### config.mk
export PLATFORM = sky130hd
export DESIGN_NAME = operand_fetch
export DESIGN_NICKNAME = d
export VERILOG_FILES = /design/src/rtl/operand_fetch_pkg.sv /design/src/rtl/operand_fetch_scoreboard.sv /design/src/rtl/operand_fetch.sv
export SDC_FILE = /design/constraint.sdc
export NUM_CORES = 1
export LEC_CHECK = 0
export BUFFER_PORTS_ARGS = -buffer_cell sky130_fd_sc_hd__buf_2
export CAP_MARGIN = 20
export CORE_AREA = 2 2 128 130
export CTS_CLUSTER_DIAMETER = 200
export CTS_CLUSTER_SIZE = 24
export DETAILED_ROUTE_END_ITERATION = 8
export DIE_AREA = 0 0 130 132
export PLACE_DENSITY = 0.84
export SLEW_MARGIN = 20
export SYNTH_ARGS = -nofsm -noshare
export SYNTH_HDL_FRONTEND = slang
export SYNTH_SLANG_ARGS = --single-unit
### constraint.sdc
create_clock -name clk -period 4.35 [get_ports clk]
set_input_delay 0.87 -clock clk [delete_from_list [all_inputs] [get_ports clk]]
set_output_delay 0.87 -clock clk [all_outputs]
set_load 0.01 [all_outputs]
### src/rtl/operand_fetch_pkg.sv
// Shared types and widths for the operand-fetch/issue stage.
package operand_fetch_pkg;

  localparam int DATA_W   = 32;
  localparam int IDX_W    = 4;
  localparam int OP_W     = 8;
  localparam int NUM_REGS = 16;

  typedef logic [IDX_W-1:0]  reg_idx_t;
  typedef logic [DATA_W-1:0] word_t;
  typedef logic [OP_W-1:0]   op_t;

  typedef struct packed {
    op_t      op;
    word_t    a;
    word_t    b;
    word_t    c;
    reg_idx_t dst;
    logic     wr;
  } issue_t;

endpackage

### src/rtl/operand_fetch_scoreboard.sv
// Pending-write scoreboard with set-wins update and per-source/dst hazard outputs.
// With OPERAND_FETCH_BYPASS_EN defined, a register cleared this cycle is not a hazard.
module operand_fetch_scoreboard
  import operand_fetch_pkg::*;
(
  input  logic       clk,
  input  logic       rst_async_n,
  input  logic       i_set_en,
  input  reg_idx_t   i_set_idx,
  input  logic       i_clr_en,
  input  reg_idx_t   i_clr_idx,
  input  reg_idx_t   i_src_a,
  input  reg_idx_t   i_src_b,
  input  reg_idx_t   i_src_c,
  input  logic [2:0] i_use,
  input  reg_idx_t   i_dst,
  input  logic       i_wr,
  output logic [2:0] o_haz_src,
  output logic       o_haz_dst
);

  logic [NUM_REGS-1:0] r_pending;
  logic [NUM_REGS-1:0] w_pend_nxt;
  logic [NUM_REGS-1:0] w_clr_now;
  logic [NUM_REGS-1:0] w_busy;

`ifdef OPERAND_FETCH_BYPASS_EN
  assign w_clr_now = i_clr_en ? (NUM_REGS'(1) << i_clr_idx) : '0;
`else
  assign w_clr_now = '0;
`endif

  assign w_busy = r_pending & ~w_clr_now;

  assign o_haz_src[0] = i_use[0] && (i_src_a != '0) && w_busy[i_src_a];
  assign o_haz_src[1] = i_use[1] && (i_src_b != '0) && w_busy[i_src_b];
  assign o_haz_src[2] = i_use[2] && (i_src_c != '0) && w_busy[i_src_c];
  assign o_haz_dst    = i_wr && (i_dst != '0) && w_busy[i_dst];

  // Set is applied after clear so a same-index collision leaves the bit set.
  always_comb begin
    w_pend_nxt = r_pending;
    if (i_clr_en) w_pend_nxt[i_clr_idx] = 1'b0;
    if (i_set_en) w_pend_nxt[i_set_idx] = 1'b1;
    w_pend_nxt[0] = 1'b0;
  end

  always_ff @(posedge clk or negedge rst_async_n) begin
    if (!rst_async_n) r_pending <= '0;
    else              r_pending <= w_pend_nxt;
  end

endmodule

### src/rtl/operand_fetch.sv
// Operand-fetch/issue stage: decode handshake, operand mux, issue register, writeback routing.
// Optional OPERAND_FETCH_BYPASS_EN forwards wb_data to sources in the writeback cycle.
module operand_fetch
  import operand_fetch_pkg::*;
(
  input  logic       clk,
  input  logic       rst_async_n,
  input  logic       dec_valid,
  output logic       dec_ready,
  input  op_t        dec_op,
  input  reg_idx_t   dec_src_a,
  input  reg_idx_t   dec_src_b,
  input  reg_idx_t   dec_src_c,
  input  logic [2:0] dec_use,
  input  reg_idx_t   dec_dst,
  input  logic       dec_wr,
  output reg_idx_t   rb_read_a_index,
  output reg_idx_t   rb_read_b_index,
  output reg_idx_t   rb_read_c_index,
  input  word_t      rb_read_a,
  input  word_t      rb_read_b,
  input  word_t      rb_read_c,
  output logic       rb_write_en,
  output reg_idx_t   rb_write_index,
  output word_t      rb_write,
  output logic       ex_valid,
  input  logic       ex_ready,
  output op_t        ex_op,
  output word_t      ex_a,
  output word_t      ex_b,
  output word_t      ex_c,
  output reg_idx_t   ex_dst,
  output logic       ex_wr,
  input  logic       wb_valid,
  input  reg_idx_t   wb_index,
  input  word_t      wb_data
);

  issue_t     r_ex;
  issue_t     w_ex_nxt;
  logic       r_ex_valid;
  logic [2:0] w_haz_src;
  logic       w_haz_dst;
  logic       w_accept;

  operand_fetch_scoreboard u_sb (
    .clk         (clk),
    .rst_async_n (rst_async_n),
    .i_set_en    (w_accept && dec_wr && (dec_dst != '0)),
    .i_set_idx   (dec_dst),
    .i_clr_en    (wb_valid),
    .i_clr_idx   (wb_index),
    .i_src_a     (dec_src_a),
    .i_src_b     (dec_src_b),
    .i_src_c     (dec_src_c),
    .i_use       (dec_use),
    .i_dst       (dec_dst),
    .i_wr        (dec_wr),
    .o_haz_src   (w_haz_src),
    .o_haz_dst   (w_haz_dst)
  );

  assign dec_ready = (!r_ex_valid || ex_ready) && !(|w_haz_src) && !w_haz_dst;
  assign w_accept  = dec_valid && dec_ready;

  assign rb_read_a_index = dec_src_a;
  assign rb_read_b_index = dec_src_b;
  assign rb_read_c_index = dec_src_c;

  assign rb_write_en    = wb_valid && (wb_index != '0);
  assign rb_write_index = wb_index;
  assign rb_write       = wb_data;

  // Unused sources and r0 read as zero regardless of what the bank returns.
  function automatic word_t operand(input logic used, input reg_idx_t src, input word_t rd);
    word_t v;
    v = (used && (src != '0)) ? rd : '0;
`ifdef OPERAND_FETCH_BYPASS_EN
    if (used && (src != '0) && wb_valid && (wb_index == src)) v = wb_data;
`endif
    return v;
  endfunction

  always_comb begin
    w_ex_nxt     = '0;
    w_ex_nxt.op  = dec_op;
    w_ex_nxt.a   = operand(dec_use[0], dec_src_a, rb_read_a);
    w_ex_nxt.b   = operand(dec_use[1], dec_src_b, rb_read_b);
    w_ex_nxt.c   = operand(dec_use[2], dec_src_c, rb_read_c);
    w_ex_nxt.dst = dec_dst;
    w_ex_nxt.wr  = dec_wr;
  end

  always_ff @(posedge clk or negedge rst_async_n) begin
    if (!rst_async_n) begin
      r_ex_valid <= 1'b0;
      r_ex       <= '0;
    end else if (w_accept) begin
      r_ex_valid <= 1'b1;
      r_ex       <= w_ex_nxt;
    end else if (ex_ready) begin
      r_ex_valid <= 1'b0;
    end
  end

  assign ex_valid = r_ex_valid;
  assign ex_op    = r_ex.op;
  assign ex_a     = r_ex.a;
  assign ex_b     = r_ex.b;
  assign ex_c     = r_ex.c;
  assign ex_dst   = r_ex.dst;
  assign ex_wr    = r_ex.wr;

endmodule

==> out/results.tsv <==
stage	metric	value	unit
yosys	#FFs+latches synth	125	
placement	pre-CTS setup slack	920	ps
yosys	Post-synth top flop	dfrtp_1	
placement	routability cong.	0.942	
yosys	post-synthesis cell type count	37	
yosys	mux cell area share after synthesis	21.9	%
timing	setup ws final	878	ps
floorplanning	die width	130	um
clocking	total CTS buffers	17	
timing	fin crit share	79.8	%
grt	largest net degree at the start of global routing	67	
grt	Total Routing Usage GR	18.5	%
yosys	Post-Synth XOR/XNOR Area	0	%
pwr	sw frac	30.2	%
layout	Final Net Count	1001	
drt	drt wl/cell	15.1	um
clocking	CTS tree	done	
drt	drt first pass iters	6	
timing	pin slew with the least headroom to its limit	868	ps
hold_path	Hold WC Path Type	register to register	
worst_setup_path	crit path kind	input port to output port	
drt	drt drc	0	
clocking	CTS max path bufs	2	
yosys	Synth area leaders	dfrtp_1 (49%), mux2i_1 (17%), buf_4 (6.8%)	
clocking	hold_buf cts	0	
layout	non-filler cells, final	1065	
placement	hpwl dp	11600	um
timing	Final min period	3470	ps
timing	Fmax achieved	288	MHz
worst_setup_path	Worst EP required	3480	ps
clocking	clock sink count	125	
layout	Fill cells	1378	
yosys	Post-synth EDFFs	0	
timing	Rel. slew slack	42.1	%
pwr	Switch Pwr	1.31	mW
yosys	Post-synth top cells	dfrtp_1 (125), mux2i_1 (111), nand2_1 (103)	
timing	clock skew	7.48	ps
timing	total negative slack	0	ps
drt	Antenna Nets Post-Route	0	
pwr	Reg power frac	37.8	%
floorplanning	starting density of the core	41.0	%
placement	dpl cells	1033	
pwr	Logic pwr share	25.4	%
grt	total gr overflow	0	
placement	port buffer count	260	
timing	final-report setup violation count	0	
pwr	peak supply drop	0.234	mV
layout	layout cell share with drive strength beyond 1	37.5	%
yosys	Syn Area/Cell	10.2	sq um
yosys	dominant cell type by area after synthesis	dfrtp_1	
drt	Avg Vias per Cell	4.83	
drt	vias	5145	
clocking	H-tree levels	4	
floorplanning	core area	15700	sq um
yosys	Async SR Flop Fraction	100	%
yosys	syn_nets	795	
yosys	Ys Warns	0	
yosys	Mapped Area	6450	sq um
yosys	Seq/Total Area, Yosys	48.5	%
status	status	complete, no violations	
yosys	Post-Synth Simple-Gate Area	9.20	%
yosys	Synth Area in Adders	0	%
worst_setup_path	worst-path maximum fanout	17	
clocking	CTS Root Cell	clkbuf_16	
floorplanning	# IOs	325	
timing	Slew Limit Fails	0	
worst_setup_path	CP endpoint kind	output port	
floorplanning	# rows	46	
pwr	PD cells	528	nW/um^2
grt	first-pass GRT wire length	25100	um
timing	Final Hold Fails	0	
yosys	Syn Inst Count	630	
yosys	largest family of logic cells by synthesized area	multiplexers	
clocking	clock latency on the worst-skew pair	410	ps
yosys	post-synthesis compound-gate area fraction	6.07	%
pwr	part of the power in the clock network	36.8	%
pwr	Internal Pwr Total	3.04	mW
pwr	Pleak	4.27	nW
layout	area grow syn2layout	27.8	%
drt	Routed WL	16100	um
yosys	most frequent cell after synthesis	dfrtp_1	
worst_setup_path	CP arrival	2600	ps
grt	vias in the first global route	5081	
yosys	top-area cell type share of the netlist area	48.5	%
clocking	Post-CTS Setup Bufs	0	
clocking	clock-pin slew on the worst setup and hold paths	50	ps
floorplanning	die area	17200	sq um
floorplanning	height of the die	132	um
clocking	number of cells upsized or downsized after cts	0	
flow_run	Max Cap Violations	0	
worst_setup_path	startpoint type of the worst setup path	input port	
timing	RSZ-0062 raised after global routing	no	
grt	initial antenna violation count	0	
drt	DR iter-0 viols	186	
-- state kept, by name, indices dropped and copies added (netlist names) --
| name | flops |
|---|---|
| ex_a | 32 |
| ex_b | 32 |
| ex_c | 32 |
| u_sb.r_pending | 15 |
| ex_op | 8 |
| ex_dst | 4 |
| ex_valid | 1 |
| ex_wr | 1 |
-- per-stage QoR --
step	power [mW]	instance area [sq um]	hold WS, ps	utilization [%]
2_1_floorplan	2.30	6450	525	-
3_3_place_gp	2.73	7570	466	48.2
3_5_place_dp	2.78	7570	487	48.2
4_1_cts	4.39	8240	499	52.4
5_1_grt	4.59	8240	511	52.4
6_report	4.35	8240	500	52.4
-- power groups by stage --
| stage | Combinational (mW) | Clock (mW) | Sequential (mW) |
|---|---|---|---|
| global route | 1.22 | 1.69 | 1.68 |
| floorplan | 0.533 | 0 | 1.77 |
| global placement | 1.08 | 0 | 1.65 |
| detailed placement | 1.12 | 0 | 1.66 |
| finish | 1.11 | 1.60 | 1.65 |
| CTS | 1.12 | 1.63 | 1.64 |
-- layout make-up --
class	count	area, sq um	area share (%)
Sequential cell	125	3130	38.0
Multi-Input combinational cell	325	2400	29.2
Timing Repair Buffer	267	1390	16.9
Inverter	100	375	4.56
Antenna cell	1	2.50	0.0304
Clock buffer	18	429	5.21
Tap cell	216	270	3.28
Clock inverter	13	238	2.88
-- final timing paths --
check	endpoint	slack (ps)	cells past startpoint	start
setup reg to reg	ex_op[7]	1750	6	u_sb.r_pending[4]
setup / recovery	dec_ready	880	9	dec_dst[0]
min in group asynchronous	ex_valid	550	1	rst_async_n
hold reg to reg	ex_op[7]	500	1	ex_op[7]
hold / removal	ex_op[7]	500	1	ex_op[7]
max in group asynchronous	ex_c[26]	2980	2	rst_async_n
-- worst max-delay path: stages --
cell,delay [ps]
buf_2,290
mux2i_1,280
o32ai_1,120
a211o_1,230
o211ai_1,270
nand4_1,130
buf_4,220
inv_1,60
buf_2,120
-- cell families after synthesis --
group / Yosys count
flip-flops: 125
buffers and inverters: 180
multiplexers: 133
AND/OR/NAND/NOR: 136
AO/OA/AOI/OAI: 56
-- metal layers --
layer	up-vias	track usage, %	share of wire, %	wire length, um
met5	-	0	0	0
met2	265	29.7	46	7490
met3	29	7.14	9.6	1550
met1	2420	22.0	42	6730
li1	2431	-	-	-
met4	0	7.89	2.1	342
-- cell usage in the layout, fill, tap and decap left out, types with 7 or more instances in the layout --
cell	instances
buf_2	259
dfrtp_1	125
mux2i_1	111
nand2_1	103
inv_1	100
clkbuf_16	17
o21ai_0	16
o31ai_1	15
mux2_2	12
nand3_1	7
a21oi_1	7
(Power assumes the default switching activity.)
